--- config.mk ---
export PLATFORM = sky130hd
export DESIGN_NAME = file_register_mc
export DESIGN_NICKNAME = d
export VERILOG_FILES = /design/src/rtl/file_register_mc.sv
export SDC_FILE = /design/constraint.sdc
export NUM_CORES = 1
export LEC_CHECK = 0
export ABC_AREA = 1
export BUFFER_PORTS_ARGS = -buffer_cell sky130_fd_sc_hd__buf_2
export CAP_MARGIN = 30
export CORE_AREA = 2 2 249 251
export CTS_BUF_LIST = sky130_fd_sc_hd__clkbuf_8
export CTS_CLUSTER_DIAMETER = 50
export CTS_CLUSTER_SIZE = 30
export DETAILED_ROUTE_END_ITERATION = 7
export DIE_AREA = 0 0 251 253
export GPL_TIMING_DRIVEN = 0
export MAX_ROUTING_LAYER = met4
export PLACE_DENSITY = 0.49
export SLEW_MARGIN = 10
export SYNTH_ARGS = -nofsm -noshare
export SYNTH_HDL_FRONTEND = slang
export SYNTH_SLANG_ARGS = --single-unit
export TNS_END_PERCENT = 1
--- constraint.sdc ---
create_clock -name clock -period 3.9 [get_ports clock]
set_clock_uncertainty 0.15 [all_clocks]
set_input_delay 1.17 -clock clock [delete_from_list [all_inputs] [get_ports clock]]
set_output_delay 1.17 -clock clock [all_outputs]
set_load 0.01 [all_outputs]
--- src/rtl/file_register_mc.sv ---
// -----------------------------------------------------------------------------
// file_register_mc
//
// Command decoder and control plane for the soft microcontroller. A 32-bit
// command word {cmd, enable, payload} is written on the micro's GPO; a command
// executes once per rising edge of its enable bit. Results come back on the
// micro's GPI through o_data_to_micro.
//
// Features:
//   - N_CH BER channels, each with four NB_BER-bit counters. A low read latches
//     the whole counter into a shadow register, so the following BER_HIGH read
//     is coherent with it.
//   - Log memory read FSM (IDLE -> RD -> WAIT) tolerant of MEM_LAT clocks of
//     read latency.
//   - Sticky error flag and 16-bit accepted-command counter, read via STATUS.
//
// Ports:
//   clock, reset            system clock, asynchronous active-low reset
//   i_cmd_from_micro        command word {cmd[31:24], enable[23], payload[22:0]}
//   o_data_to_micro         return word (held until a returning command)
//   i_mem_full              log memory full flag
//   i_ber_samp_I/Q          per-channel sample counters, channel c at [c*NB_BER +: NB_BER]
//   i_ber_error_I/Q         per-channel error counters, same packing
//   i_data_log_from_mem     log memory read data
//   o_reset, o_enbTx        soft reset, TX enable
//   o_enbRx                 per-channel RX enable
//   o_phase_sel             per-channel phase, channel c at [c*NB_PHASE +: NB_PHASE]
//   o_run_log               log capture run
//   o_read_log              one-cycle read strobe
//   o_addr_log_to_mem       log memory read address
// -----------------------------------------------------------------------------
module file_register_mc #(
    parameter int NB_COM   = 8,
    parameter int NB_DATA  = 24,
    parameter int NB_INST  = 32,
    parameter int NB_BER   = 64,
    parameter int N_CH     = 2,
    parameter int NB_PHASE = 2,
    parameter int NB_ADDR  = 15,
    parameter int MEM_LAT  = 1
) (
    input  logic                     clock,
    input  logic                     reset,
    input  logic [NB_INST-1:0]       i_cmd_from_micro,
    output logic [NB_INST-1:0]       o_data_to_micro,
    input  logic                     i_mem_full,
    input  logic [N_CH*NB_BER-1:0]   i_ber_samp_I,
    input  logic [N_CH*NB_BER-1:0]   i_ber_samp_Q,
    input  logic [N_CH*NB_BER-1:0]   i_ber_error_I,
    input  logic [N_CH*NB_BER-1:0]   i_ber_error_Q,
    input  logic [NB_INST-1:0]       i_data_log_from_mem,
    output logic                     o_reset,
    output logic                     o_enbTx,
    output logic [N_CH-1:0]          o_enbRx,
    output logic [N_CH*NB_PHASE-1:0] o_phase_sel,
    output logic                     o_run_log,
    output logic                     o_read_log,
    output logic [NB_ADDR-1:0]       o_addr_log_to_mem
);

    localparam int NB_PAY = NB_DATA - 1;
    localparam int CH_W   = 5;
    localparam int LAT_W  = (MEM_LAT > 1) ? $clog2(MEM_LAT) : 1;
    localparam logic [LAT_W-1:0] LAT_LAST = LAT_W'(MEM_LAT - 1);

    localparam logic [NB_COM-1:0] OP_NOP      = NB_COM'(8'h00);
    localparam logic [NB_COM-1:0] OP_RESET    = NB_COM'(8'h01);
    localparam logic [NB_COM-1:0] OP_EN_TX    = NB_COM'(8'h02);
    localparam logic [NB_COM-1:0] OP_EN_RX    = NB_COM'(8'h03);
    localparam logic [NB_COM-1:0] OP_PH_SEL   = NB_COM'(8'h04);
    localparam logic [NB_COM-1:0] OP_RUN_MEM  = NB_COM'(8'h05);
    localparam logic [NB_COM-1:0] OP_RD_MEM   = NB_COM'(8'h06);
    localparam logic [NB_COM-1:0] OP_IS_FULL  = NB_COM'(8'h07);
    localparam logic [NB_COM-1:0] OP_BER_S_I  = NB_COM'(8'h08);
    localparam logic [NB_COM-1:0] OP_BER_S_Q  = NB_COM'(8'h09);
    localparam logic [NB_COM-1:0] OP_BER_E_I  = NB_COM'(8'h0A);
    localparam logic [NB_COM-1:0] OP_BER_E_Q  = NB_COM'(8'h0B);
    localparam logic [NB_COM-1:0] OP_BER_HIGH = NB_COM'(8'h0C);
    localparam logic [NB_COM-1:0] OP_STATUS   = NB_COM'(8'h0D);

    typedef enum logic [1:0] {
        ST_IDLE = 2'd0,
        ST_RD   = 2'd1,
        ST_WAIT = 2'd2
    } state_t;

    // Command word fields
    logic [NB_COM-1:0]   cmd;
    logic                enable;
    logic [NB_PAY-1:0]   payload;
    logic [CH_W-1:0]     ch;
    logic                val;
    logic [NB_PHASE-1:0] ph;
    logic [NB_ADDR-1:0]  addr;
    logic                unused_payload;

    assign cmd     = i_cmd_from_micro[NB_INST-1 -: NB_COM];
    assign enable  = i_cmd_from_micro[NB_DATA-1];
    assign payload = i_cmd_from_micro[NB_PAY-1:0];
    assign ch      = payload[20:16];
    assign val     = payload[0];
    assign ph      = payload[NB_PHASE-1:0];
    assign addr    = payload[NB_ADDR-1:0];
    // Not every payload bit is meaningful for every opcode.
    assign unused_payload = ^payload;

    // State
    state_t                    state_q,     state_d;
    logic [LAT_W-1:0]          lat_cnt_q,   lat_cnt_d;
    logic                      en_prev_q;
    logic [NB_INST-1:0]        data_q,      data_d;
    logic                      reset_q,     reset_d;
    logic                      enb_tx_q,    enb_tx_d;
    logic [N_CH-1:0]           enb_rx_q,    enb_rx_d;
    logic [N_CH*NB_PHASE-1:0]  phase_q,     phase_d;
    logic                      run_log_q,   run_log_d;
    logic                      read_log_q,  read_log_d;
    logic [NB_ADDR-1:0]        addr_q,      addr_d;
    logic [NB_BER-1:0]         shadow_q,    shadow_d;
    logic                      err_q,       err_d;
    logic [15:0]               cmd_count_q, cmd_count_d;

    logic              cmd_edge;
    logic              busy;
    logic              ch_ok;
    logic              bad;
    logic [NB_BER-1:0] ber_sel;

    assign cmd_edge = enable & ~en_prev_q;
    assign busy     = (state_q != ST_IDLE);

    // Channel range check and counter mux; the loop avoids indexing the packed
    // buses with the 5-bit channel field when N_CH is smaller than 32.
    always_comb begin
        ch_ok   = 1'b0;
        ber_sel = '0;
        for (int c = 0; c < N_CH; c++) begin
            if (ch == CH_W'(c)) begin
                ch_ok = 1'b1;
                case (cmd[1:0])
                    2'b00:   ber_sel = i_ber_samp_I [c*NB_BER +: NB_BER];
                    2'b01:   ber_sel = i_ber_samp_Q [c*NB_BER +: NB_BER];
                    2'b10:   ber_sel = i_ber_error_I[c*NB_BER +: NB_BER];
                    default: ber_sel = i_ber_error_Q[c*NB_BER +: NB_BER];
                endcase
            end
        end
    end

    // NOTE: every variable driven here gets its hold value first, so no path
    // through the block can leave it unassigned and infer a latch.
    always_comb begin
        state_d     = state_q;
        lat_cnt_d   = lat_cnt_q;
        data_d      = data_q;
        reset_d     = reset_q;
        enb_tx_d    = enb_tx_q;
        enb_rx_d    = enb_rx_q;
        phase_d     = phase_q;
        run_log_d   = run_log_q;
        read_log_d  = 1'b0;
        addr_d      = addr_q;
        shadow_d    = shadow_q;
        err_d       = err_q;
        cmd_count_d = cmd_count_q;
        bad         = 1'b0;

        case (state_q)
            ST_IDLE: begin
                if (cmd_edge) begin
                    case (cmd)
                        OP_NOP:     ;
                        OP_RESET:   reset_d   = val;
                        OP_EN_TX:   enb_tx_d  = val;
                        OP_RUN_MEM: run_log_d = val;
                        OP_EN_RX: begin
                            if (ch_ok) begin
                                for (int c = 0; c < N_CH; c++)
                                    if (ch == CH_W'(c)) enb_rx_d[c] = val;
                            end else begin
                                bad = 1'b1;
                            end
                        end
                        OP_PH_SEL: begin
                            if (ch_ok) begin
                                for (int c = 0; c < N_CH; c++)
                                    if (ch == CH_W'(c)) phase_d[c*NB_PHASE +: NB_PHASE] = ph;
                            end else begin
                                bad = 1'b1;
                            end
                        end
                        OP_RD_MEM: begin
                            state_d    = ST_RD;
                            read_log_d = 1'b1;
                            addr_d     = addr;
                        end
                        OP_IS_FULL: data_d = NB_INST'(i_mem_full);
                        OP_BER_S_I, OP_BER_S_Q, OP_BER_E_I, OP_BER_E_Q: begin
                            if (ch_ok) begin
                                shadow_d = ber_sel;
                                data_d   = ber_sel[NB_INST-1:0];
                            end else begin
                                bad = 1'b1;
                            end
                        end
                        // Upper half comes from the shadow, never the live counter.
                        OP_BER_HIGH: data_d = NB_INST'(shadow_q[NB_BER-1:NB_INST]);
                        OP_STATUS: begin
                            data_d = NB_INST'({cmd_count_q, 13'b0, err_q, busy, i_mem_full});
                            err_d  = 1'b0;
                        end
                        default: bad = 1'b1;
                    endcase

                    if (bad) err_d = 1'b1;
                    else     cmd_count_d = cmd_count_q + 16'd1;
                end
            end

            ST_RD: begin
                state_d   = ST_WAIT;
                lat_cnt_d = '0;
                if (cmd_edge) err_d = 1'b1;
            end

            ST_WAIT: begin
                if (lat_cnt_q == LAT_LAST) begin
                    data_d  = i_data_log_from_mem;
                    state_d = ST_IDLE;
                end else begin
                    lat_cnt_d = lat_cnt_q + LAT_W'(1);
                end
                // The capture edge is still busy: an edge here is rejected.
                if (cmd_edge) err_d = 1'b1;
            end

            default: state_d = ST_IDLE;
        endcase
    end

    // NOTE: sequential state uses non-blocking assignments so every register
    // samples the pre-edge values computed above, independent of statement order.
    always_ff @(posedge clock or negedge reset) begin
        if (!reset) begin
            state_q     <= ST_IDLE;
            lat_cnt_q   <= '0;
            en_prev_q   <= 1'b0;
            data_q      <= '0;
            reset_q     <= 1'b0;
            enb_tx_q    <= 1'b0;
            enb_rx_q    <= '0;
            phase_q     <= '0;
            run_log_q   <= 1'b0;
            read_log_q  <= 1'b0;
            addr_q      <= '0;
            shadow_q    <= '0;
            err_q       <= 1'b0;
            cmd_count_q <= '0;
        end else begin
            state_q     <= state_d;
            lat_cnt_q   <= lat_cnt_d;
            en_prev_q   <= enable;
            data_q      <= data_d;
            reset_q     <= reset_d;
            enb_tx_q    <= enb_tx_d;
            enb_rx_q    <= enb_rx_d;
            phase_q     <= phase_d;
            run_log_q   <= run_log_d;
            read_log_q  <= read_log_d;
            addr_q      <= addr_d;
            shadow_q    <= shadow_d;
            err_q       <= err_d;
            cmd_count_q <= cmd_count_d;
        end
    end

    assign o_data_to_micro   = data_q;
    assign o_reset           = reset_q;
    assign o_enbTx           = enb_tx_q;
    assign o_enbRx           = enb_rx_q;
    assign o_phase_sel       = phase_q;
    assign o_run_log         = run_log_q;
    assign o_read_log        = read_log_q;
    assign o_addr_log_to_mem = addr_q;

endmodule
==> impl_metrics.ini, run 1 <==
[detailed_routing]
drc = 0
first_pass_iters = 5
wire_per_inst_um = 22.60
wirelength_um = 68030
routed_via_density = 4.401
drtAntennaViolNets = 0
vias = 13250
drt_iter0_drc = 913

[synth]
yosysWarningCount = 0
netlist_area_mm2 = 0.009234
syn_inst = 1561
ys_types = 31
ys_ff_latch = 109
syn_nets = 2144
ys_seq_area_share_pct = 29.54
postSynthAreaPerCell_um2 = 5.915

[finish]
multi_input_area_mm2 = 0.005803
nets = 2788
drive_gt1_share_pct = 33.23
finish.utilization_pct = 22.33
nFillCells = 7256
area.sequential_mm2 = 0.002728
syn_to_final_growth_pct = 47.62

[timing]
rsz0062_at_grt = false
tns_ps = 0
tightestPinTransition_ps = 771.5
drv_slew = 0
hold_violations = 0
setup_viol = 0
period_needed_ps = 3500
hold-worst-slack_ps = 333.9
finalCritPeriodShare_pct = 89.74
slew_headroom_pct = 48.57
max_freq_mhz = 285.7

[pwr]
p_int_mw = 1.959
power_frac_comb_pct = 35.7
p_per_area_mw_per_mm2 = 237.8
switching_share_pct = 39.56
clkPwrFrac_pct = 23.2
power.switching_mw = 1.282
p_leak_nw = 7.087
ir_worst_vdd_v = 0.0001234
p_seq_share_pct = 41.0

[floorplan]
die_w_um = 251
rows = 91
die_area_mm2 = 0.06350
die_h_um = 253
design.core.area_mm2 = 0.06103
initial_core_util_pct = 15.13
io_pins = 636

[clock_network]
ctsResizeCount = 0
clkTransAtPathRegs_ps = 120
cts_sinks = 109
cts_tree = built
clockBufferDepth = 2
ctsRootBufferMaster = clkbuf_8
postCtsSetupRepairBufs = 0
insertion_delay_ps = 460
numCtsBuffers = 9
cts_max_level = 3
hold_buffers = 0

[critical_path]
worstPathRequired_ps = 4150
ff2ff_setup_slack_ps = 1030
cp_data_arrival_time_ps = 3750
cp-start-kind = primary input
worst_setup_path_end_kind = flop
cp_max_fo = 10
setup.worst_path.class = in -> reg

[hold_path]
hp-class = reg -> reg

[grt]
antenna_found_initial = 12
grt_max_degree = 70
grt_pass1_wl_um = 93360
track_usage_pct = 21.56
grt_pass1_vias = 13430
gr-total-overflow = 0

[place]
hpwl_um = 58400
gp_congestion = 0.9386
port_buffers = 632

[status]
status = completed

[job]
drv_cap = 0
## final timing paths
path / startpoint / to / cells past startpoint
max in group asynchronous: reset / shadow_q[39]$_DFFE_PN0P_ / 2
worst min register to register: o_addr_log_to_mem[6]$_DFFE_PN0P_ / o_addr_log_to_mem[6]$_DFFE_PN0P_ / 2
min in group asynchronous: reset / o_addr_log_to_mem[2]$_DFFE_PN0P_ / 1
worst max register to register: state_q[0]$_DFFE_PN0P_ / o_data_to_micro[17]$_DFFE_PN0P_ / 9
worst min-delay path: o_addr_log_to_mem[6]$_DFFE_PN0P_ / o_addr_log_to_mem[6]$_DFFE_PN0P_ / 2
worst max-delay path: i_cmd_from_micro[24] / o_data_to_micro[30]$_DFFE_PN0P_ / 10
## sequential cells by signal, summed over array words and instances, names as in the netlist
name	count
o_run_log	1
o_reset	1
cmd_count_q	16
o_phase_sel	4
o_data_to_micro	32
err_q	1
o_enbRx	2
o_addr_log_to_mem	15
state_q	2
o_enbTx	1
o_read_log	1
shadow_q	32
en_prev_q	1
## metrics by stage
| step | power [mW] | setup slack, ps | cells | area [µm²] |
|---|---|---|---|---|
| 2_1_floorplan | 1.808 | 1403 | 1561 | 9234 |
| 3_3_place_gp | 2.515 | -203.1 | 2983 | 13390 |
| 4_1_cts | 3.314 | 380.6 | 2999 | 13600 |
| 3_5_place_dp | 2.521 | -147.8 | 2984 | 13420 |
| 5_1_grt | 3.475 | 351.3 | 3006 | 13620 |
| 6_report | 3.241 | 400.2 | 3010 | 13630 |
## synthesized netlist by cell type
| library cell | instances | area share [%] |
|---|---|---|
| buf_2 | 37 | 2.0 |
| nand2_4 | 1 | 0.12 |
| o21ai_1 | 29 | 1.6 |
| o22ai_1 | 10 | 0.68 |
| nand4_1 | 97 | 6.6 |
| inv_1 | 29 | 1.2 |
| a41oi_1 | 2 | 0.19 |
| nor2_2 | 2 | 0.14 |
| ha_1 | 4 | 0.54 |
| a31oi_1 | 36 | 2.4 |
| nand3_2 | 3 | 0.33 |
| nor3_1 | 3 | 0.16 |
| xor2_1 | 5 | 0.47 |
| dfrtp_1 | 109 | 30 |
| o21ai_0 | 32 | 1.7 |
| a21oi_1 | 41 | 2.2 |
| nor2_4 | 4 | 0.49 |
| nand3_1 | 62 | 3.4 |
| buf_4 | 20 | 1.6 |
| nor2_1 | 135 | 5.5 |
| xnor2_1 | 9 | 0.85 |
| buf_6 | 9 | 1.1 |
| o211ai_1 | 24 | 2.0 |
| buf_1 | 4 | 0.16 |
| xor2_2 | 1 | 0.18 |
| nand2_2 | 1 | 0.068 |
| inv_2 | 7 | 0.28 |
| nor2_8 | 1 | 0.22 |
| clkbuf_1 | 31 | 1.3 |
| nor4_1 | 1 | 0.068 |
| nand2_1 | 812 | 33 |
## cell usage in the layout (no fill, tap or decap), drive strengths merged
master and instances:
dfrtp 109, clkinv 2, nand3 65, a31oi 36, o22ai 10, clkbuf 40, nor2 142, nand4 97
nor3 3, ha 4, a41oi 2, o21ai 61, diode 11, nand2 814, nor4 1, a21oi 41
xor2 6, inv 38, buf 703, o211ai 24, clkinvlp 2, xnor2 9
## cells by family (layout without fill, tap and decap cells)
group | after synthesis | count (layout) | synth area share [%]
buffers and inverters | 137 | 785 | 7.615
AOI/OAI and AO/OA | 174 | 174 | 10.79
adders and majority gates | 4 | 4 | 0.5420
and+or+nand+nor | 1122 | 1122 | 50.01
other | 0 | 11 | 0
DFF | 109 | 109 | 29.54
xor gates and xnor gates | 15 | 15 | 1.504
## power by group through the flow
stage	Combinational (mW)	Clock, mW	Sequential (mW)
final	1.16	0.753	1.33
after global routing	1.28	0.845	1.35
after CTS	1.17	0.811	1.33
after detailed placement	1.17	0	1.35
after global placement	1.17	0	1.35
after floorplan	0.431	0	1.38
## critical path, stage by stage
cell and delay (ps):
buf_2 150, nor2_4 390, buf_4 320, clkbuf_1 600
nand2_1 140, nand4_1 260, nand2_1 90, a21oi_1 400
o21ai_1 130, nand2_1 80
## routing by layer
metal,vias up,GRT usage [%],wire [µm]
met2,622,36.15,32410
met4,0,7.245,2227
met5,-,-,0
met3,91,3.947,4794
li1,6393,-,-
met1,6140,26.04,28600
## final cells by class
class / instances / share of cell area, %
clock inverter: 6 / 0.4406
inverter: 36 / 0.9914
clock buffer: 9 / 0.9088
buffer: 101 / 4.167
timing repair buffer: 633 / 23.45
tap: 790 / 7.252
multi-input combinational: 1315 / 42.57
sequential: 109 / 20.01
antenna: 11 / 0.2019
Note: power is estimated with default switching activity, not from simulation.
==> run 2: changes to the inputs <==
Settings changed: PLACE_DENSITY 0.49 to 0.38.
Clock period 3.9 ns to 4.01 ns, I/O delays scaled along.
==> run 2 against run 1 <==
Effect of this change: final cell count rose by 0.33%; wire length rose by 5.1%; register-to-register slack improved by 150 ps; global-route usage rose by 1.2 points; flip-flop and latch count stayed put; clock power shrank 6.8%; count of clock-buffer cells in the layout increased by 1; sequential power is 3% lower; power fell by 3.0%; first-iteration DRC count is 9.2% lower; final area increased by 0.12%; sequential share of layout area barely moved.
==> impl_metrics.ini, run 2 (synthesized netlist as in run 1, its figures left out) <==
[detailed_routing]
wirelength_um = 71520
drtAntennaViolNets = 0
drt_iter0_drc = 829
wire_per_inst_um = 23.68
routed_via_density = 4.321
drc = 0
vias = 13050
first_pass_iters = 6

[timing]
drv_slew = 0
slew_headroom_pct = 35.48
period_needed_ps = 3490
tns_ps = 0
finalCritPeriodShare_pct = 87.04
max_freq_mhz = 286.5
worst_slack_ps = 519.6
hold_violations = 0
tightestPinTransition_ps = 967.7
rsz0062_at_grt = false
setup_viol = 0

[clock_network]
numCtsBuffers = 9
ctsRootBufferMaster = clkbuf_8
postCtsSetupRepairBufs = 0
cts_max_level = 3
clkTransAtPathRegs_ps = 120
insertion_delay_ps = 440
ctsResizeCount = 0
clockBufferDepth = 2
cts_tree = built
hold_buffers = 0
cts_sinks = 109

[critical_path]
worstPathRequired_ps = 4240
cp-start-kind = primary input
worst_setup_path_end_kind = flop
setup.worst_path.class = in -> reg
cp_data_arrival_time_ps = 3730
cp_max_fo = 10

[place]
place_area_mm2 = 0.01342
dp_slack_ps = -72.93
port_buffers = 632
hpwl_um = 61290
gp_congestion = 1.066

[finish]
mostFrequentLayoutCells = 812 x nand2_1, 668 x buf_2, 135 x nor2_1, 109 x dfrtp_1, 97 x nand4_1
nFillCells = 7227
finish.instance_area_mm2 = 0.01365
drive_gt1_share_pct = 33.17
nets = 2788
syn_to_final_growth_pct = 47.79
layout_commonest_cell = nand2_1

[floorplan]
io_pins = 636
design.core.area_mm2 = 0.06103
die_h_um = 253
die_area_mm2 = 0.06350
initial_core_util_pct = 15.13
rows = 91
die_w_um = 251

[pwr]
p_leak_nw = 7.092
p_per_area_mw_per_mm2 = 230.3
ir_worst_vdd_v = 0.0001497

[grt]
grt_max_degree = 76
gr-total-overflow = 0
grt_pass1_wl_um = 98810
grt_pass1_vias = 13790
track_usage_pct = 22.75
antenna_found_initial = 19

[job]
drv_cap = 0

[status]
status = completed

[hold_path]
hp-class = reg -> reg
## run 2: cell count changes in the layout (fill, tap and decap cells not counted)
cell and change:
clkinv_8 -1, clkbuf_8 +1, inv_8 -1, diode_2 +9, inv_1 +2
## run 2: report_power, final
group	switching, mW	internal [mW]	leakage [nW]
clock	0.459	0.243	0.0916
combinational	0.695	0.460	5.53
sequential	0.0758	1.21	1.47
## run 2: path summary, 6_finish.rpt
path	startpoint	endpoint	slack (ps)	cells after the start
setup / recovery	i_cmd_from_micro[25]	o_data_to_micro[30]$_DFFE_PN0P_	520	10
setup reg to reg	state_q[0]$_DFFE_PN0P_	o_data_to_micro[4]$_DFFE_PN0P_	1180	10
min in group asynchronous	reset	o_addr_log_to_mem[14]$_DFFE_PN0P_	510	1
max in group asynchronous	reset	shadow_q[39]$_DFFE_PN0P_	2470	2
hold reg to reg	o_addr_log_to_mem[12]$_DFFE_PN0P_	o_addr_log_to_mem[12]$_DFFE_PN0P_	330	2
hold / removal	o_addr_log_to_mem[12]$_DFFE_PN0P_	o_addr_log_to_mem[12]$_DFFE_PN0P_	330	2
## run 2: worst max-delay path, cell delays in order
cell and delay (ps):
buf_2 140, nor2_4 310, buf_4 310, clkbuf_1 760, nand2_1 100, nand4_1 230, nand2_1 90, a21oi_1 370
o21ai_1 130, nand2_1 70
## run 2: stage by stage
step	utilization [%]	cells	hold WS (ps)	total power, mW
global route	22.35	3017	346.4	3.380
floorplan	-	1561	291.7	1.759
global placement	21.93	2983	301.7	2.477
finish	22.36	3020	326.1	3.143
detailed placement	21.99	2984	304.7	2.478
CTS	22.28	3000	333.8	3.213
## run 2: layer usage
layer / up-vias / part of all wire [%] / global-route usage [%]
li1: 6413 / - / -
met1: 6047 / 43 / 27.02
met2: 507 / 48 / 37.72
met3: 81 / 6.2 / 5.448
met4: 0 / 3.0 / 7.653
met5: - / 0 / -
## run 2: area by class of cell
class / count / area, µm² / share of cell area [%]
Antenna cell: 20 / 50.05 / 0.3667
Buffer: 101 / 568.0 / 4.162
Clock buffer: 10 / 137.6 / 1.009
Clock inverter: 6 / 40.04 / 0.2934
Inverter: 36 / 135.1 / 0.9902
Multi-Input combinational cell: 1315 / 5803 / 42.52
Sequential cell: 109 / 2728 / 19.99
Tap cell: 790 / 988.4 / 7.243
Timing Repair Buffer: 633 / 3197 / 23.43
==> run 3: changes to the inputs <==
Settings changed: BUFFER_PORTS_ARGS -buffer_cell sky130_fd_sc_hd__buf_2 to -buffer_cell sky130_fd_sc_hd__buf_4.
==> run 3 against run 2 <==
Effect of this change: flip-flop and latch count unchanged; final area increased by 11%; wire length hardly changed; combinational power grew 18%; worst setup slack worse by 56 ps; sequential power barely moved; worst hold slack better by 11 ps; sequential share of layout area fell by 2.0 points; first-iteration DRC count fell by 4.9%; die area did not move; via count rose by 1.1%; final cell count down 0.36%; highest routed layer unchanged.
==> impl_metrics.ini, run 3 (synthesized netlist as in run 1, its figures left out) <==
[place]
gp_congestion = 0.9658
port_buffers = 632
hpwl_um = 60980
place_area_mm2 = 0.01500
dp_cells = 2984
dp_slack_ps = -80.71

[pwr]
p_total_mw = 3.377
ir_worst_vdd_v = 0.0001498
p_per_area_mw_per_mm2 = 222.1
p_leak_nw = 7.603

[finish]
mostFrequentLayoutCells = 812 x nand2_1, 651 x buf_4, 135 x nor2_1, 109 x dfrtp_1, 97 x nand4_1
nFillCells = 7087
layout_commonest_cell = nand2_1
finish.utilization_pct = 24.91
stdcell_count = 3009
drive_gt1_share_pct = 33.21
finish.instance_area_mm2 = 0.01520
syn_to_final_growth_pct = 64.65
nets = 2788

[critical_path]
critical-path-top-delay-family = buffers and inverters
critPathSlowestCell = clkbuf_1
cpPeakStageDelay_ps = 750
setup.worst_path.class = in -> reg
cp_data_arrival_time_ps = 3780
cpMostUsedCell = nand2_1
worst_setup_path_end_kind = flop
worstPathRequired_ps = 4240
cp_max_fo = 10
critPathBufInv = 2
cp-start-kind = primary input
cp_cell_sequence = buf_4, nor2_4, clkbuf_1, nand2_1, nand3_1, o211ai_1, a21oi_1, o21ai_1, nand2_1

[timing]
hold-worst-slack_ps = 336.7
rsz0062_at_grt = false
tns_ps = 0
drv_slew = 0
period_needed_ps = 3546
worst_slack_ps = 463.7
setup_viol = 0
slew_headroom_pct = 38.01
max_freq_mhz = 282.0
hold_violations = 0
finalCritPeriodShare_pct = 88.44
tightestPinTransition_ps = 929.8

[grt]
gr-total-overflow = 0
grt_pass1_vias = 13780
track_usage_pct = 22.65
grt_max_degree = 57
antenna_found_initial = 9
grt_pass1_wl_um = 98710

[detailed_routing]
routed_via_density = 4.385
drc = 0
vias = 13200
drtAntennaViolNets = 0
wirelength_um = 71500
drt_iter0_drc = 788
first_pass_iters = 6
wire_per_inst_um = 23.76

[floorplan]
die_w_um = 251
rows = 91
die_area_mm2 = 0.06350
initial_core_util_pct = 15.13
die_h_um = 253
io_pins = 636
design.core.area_mm2 = 0.06103

[clock_network]
hold_buffers = 0
ctsRootBufferMaster = clkbuf_8
cts_sinks = 109
cts_tree = built
ctsResizeCount = 0
insertion_delay_ps = 450
postCtsSetupRepairBufs = 0
clkTransAtPathRegs_ps = 120
numCtsBuffers = 9
clockBufferDepth = 2
cts_max_level = 3

[status]
status = completed

[job]
drv_cap = 0

[hold_path]
hp-class = reg -> reg
[run 3: cell types whose count changed in the layout (fill, tap and decap cells not counted), sizes merged]
cell	previous run	this run
clkinv	1	0
diode	20	9
inv	39	40
[run 3: per-layer routing]
layer	wire (µm)	track usage, %	vias up
met2	35110	38.59	500
met4	1201	4.881	0
met1	30920	27.79	6250
met5	0	-	-
met3	4266	4.276	52
li1	-	-	6393
[run 3: path summary, 6_finish.rpt]
check                                             startpoint                                end  slack, ps  depth (start not counted)
max                                     i_cmd_from_micro[25]    o_data_to_micro[29]$_DFFE_PN0P_        460                          9
min                        o_addr_log_to_mem[12]$_DFFE_PN0P_  o_addr_log_to_mem[12]$_DFFE_PN0P_        340                          2
max reg2reg                           state_q[0]$_DFFE_PN0P_     o_data_to_micro[4]$_DFFE_PN0P_       1100                         10
min reg2reg                o_addr_log_to_mem[12]$_DFFE_PN0P_  o_addr_log_to_mem[12]$_DFFE_PN0P_        340                          2
max in group asynchronous                              reset           shadow_q[35]$_DFFE_PN0P_       2390                          2
min in group asynchronous                              reset  o_addr_log_to_mem[13]$_DFFE_PN0P_        580                          1
[run 3: power breakdown]
| group | internal (mW) | switching (mW) | leakage (nW) | total, mW |
|---|---|---|---|---|
| logic | 0.664 | 0.699 | 6.04 | 1.36 |
| registers | 1.21 | 0.0807 | 1.47 | 1.29 |
| clock network | 0.248 | 0.475 | 0.0912 | 0.723 |
| total | 2.12 | 1.25 | 7.60 | 3.38 |
[run 3: cell type report]
type / count / area, µm² / share of cell area [%]
inverter: 36 / 135.1 / 0.8888
antenna: 9 / 22.52 / 0.1481
multi-input combinational: 1315 / 5803 / 38.17
tap: 790 / 988.4 / 6.502
clock inverter: 6 / 45.04 / 0.2963
buffer: 101 / 568.0 / 3.736
sequential: 109 / 2728 / 17.94
clock buffer: 10 / 137.6 / 0.9053
timing repair buffer: 633 / 4776 / 31.41
[run 3: worst register-to-register path, stage by stage, from the launching register on]
cell and delay [ps]:
dfrtp_1 400, inv_1 100, ha_1 170, clkbuf_1 340, inv_1 250, o21ai_0 270
nand3_2 310, buf_4 320, nor2_1 280, nand2_1 190, nand2_1 90
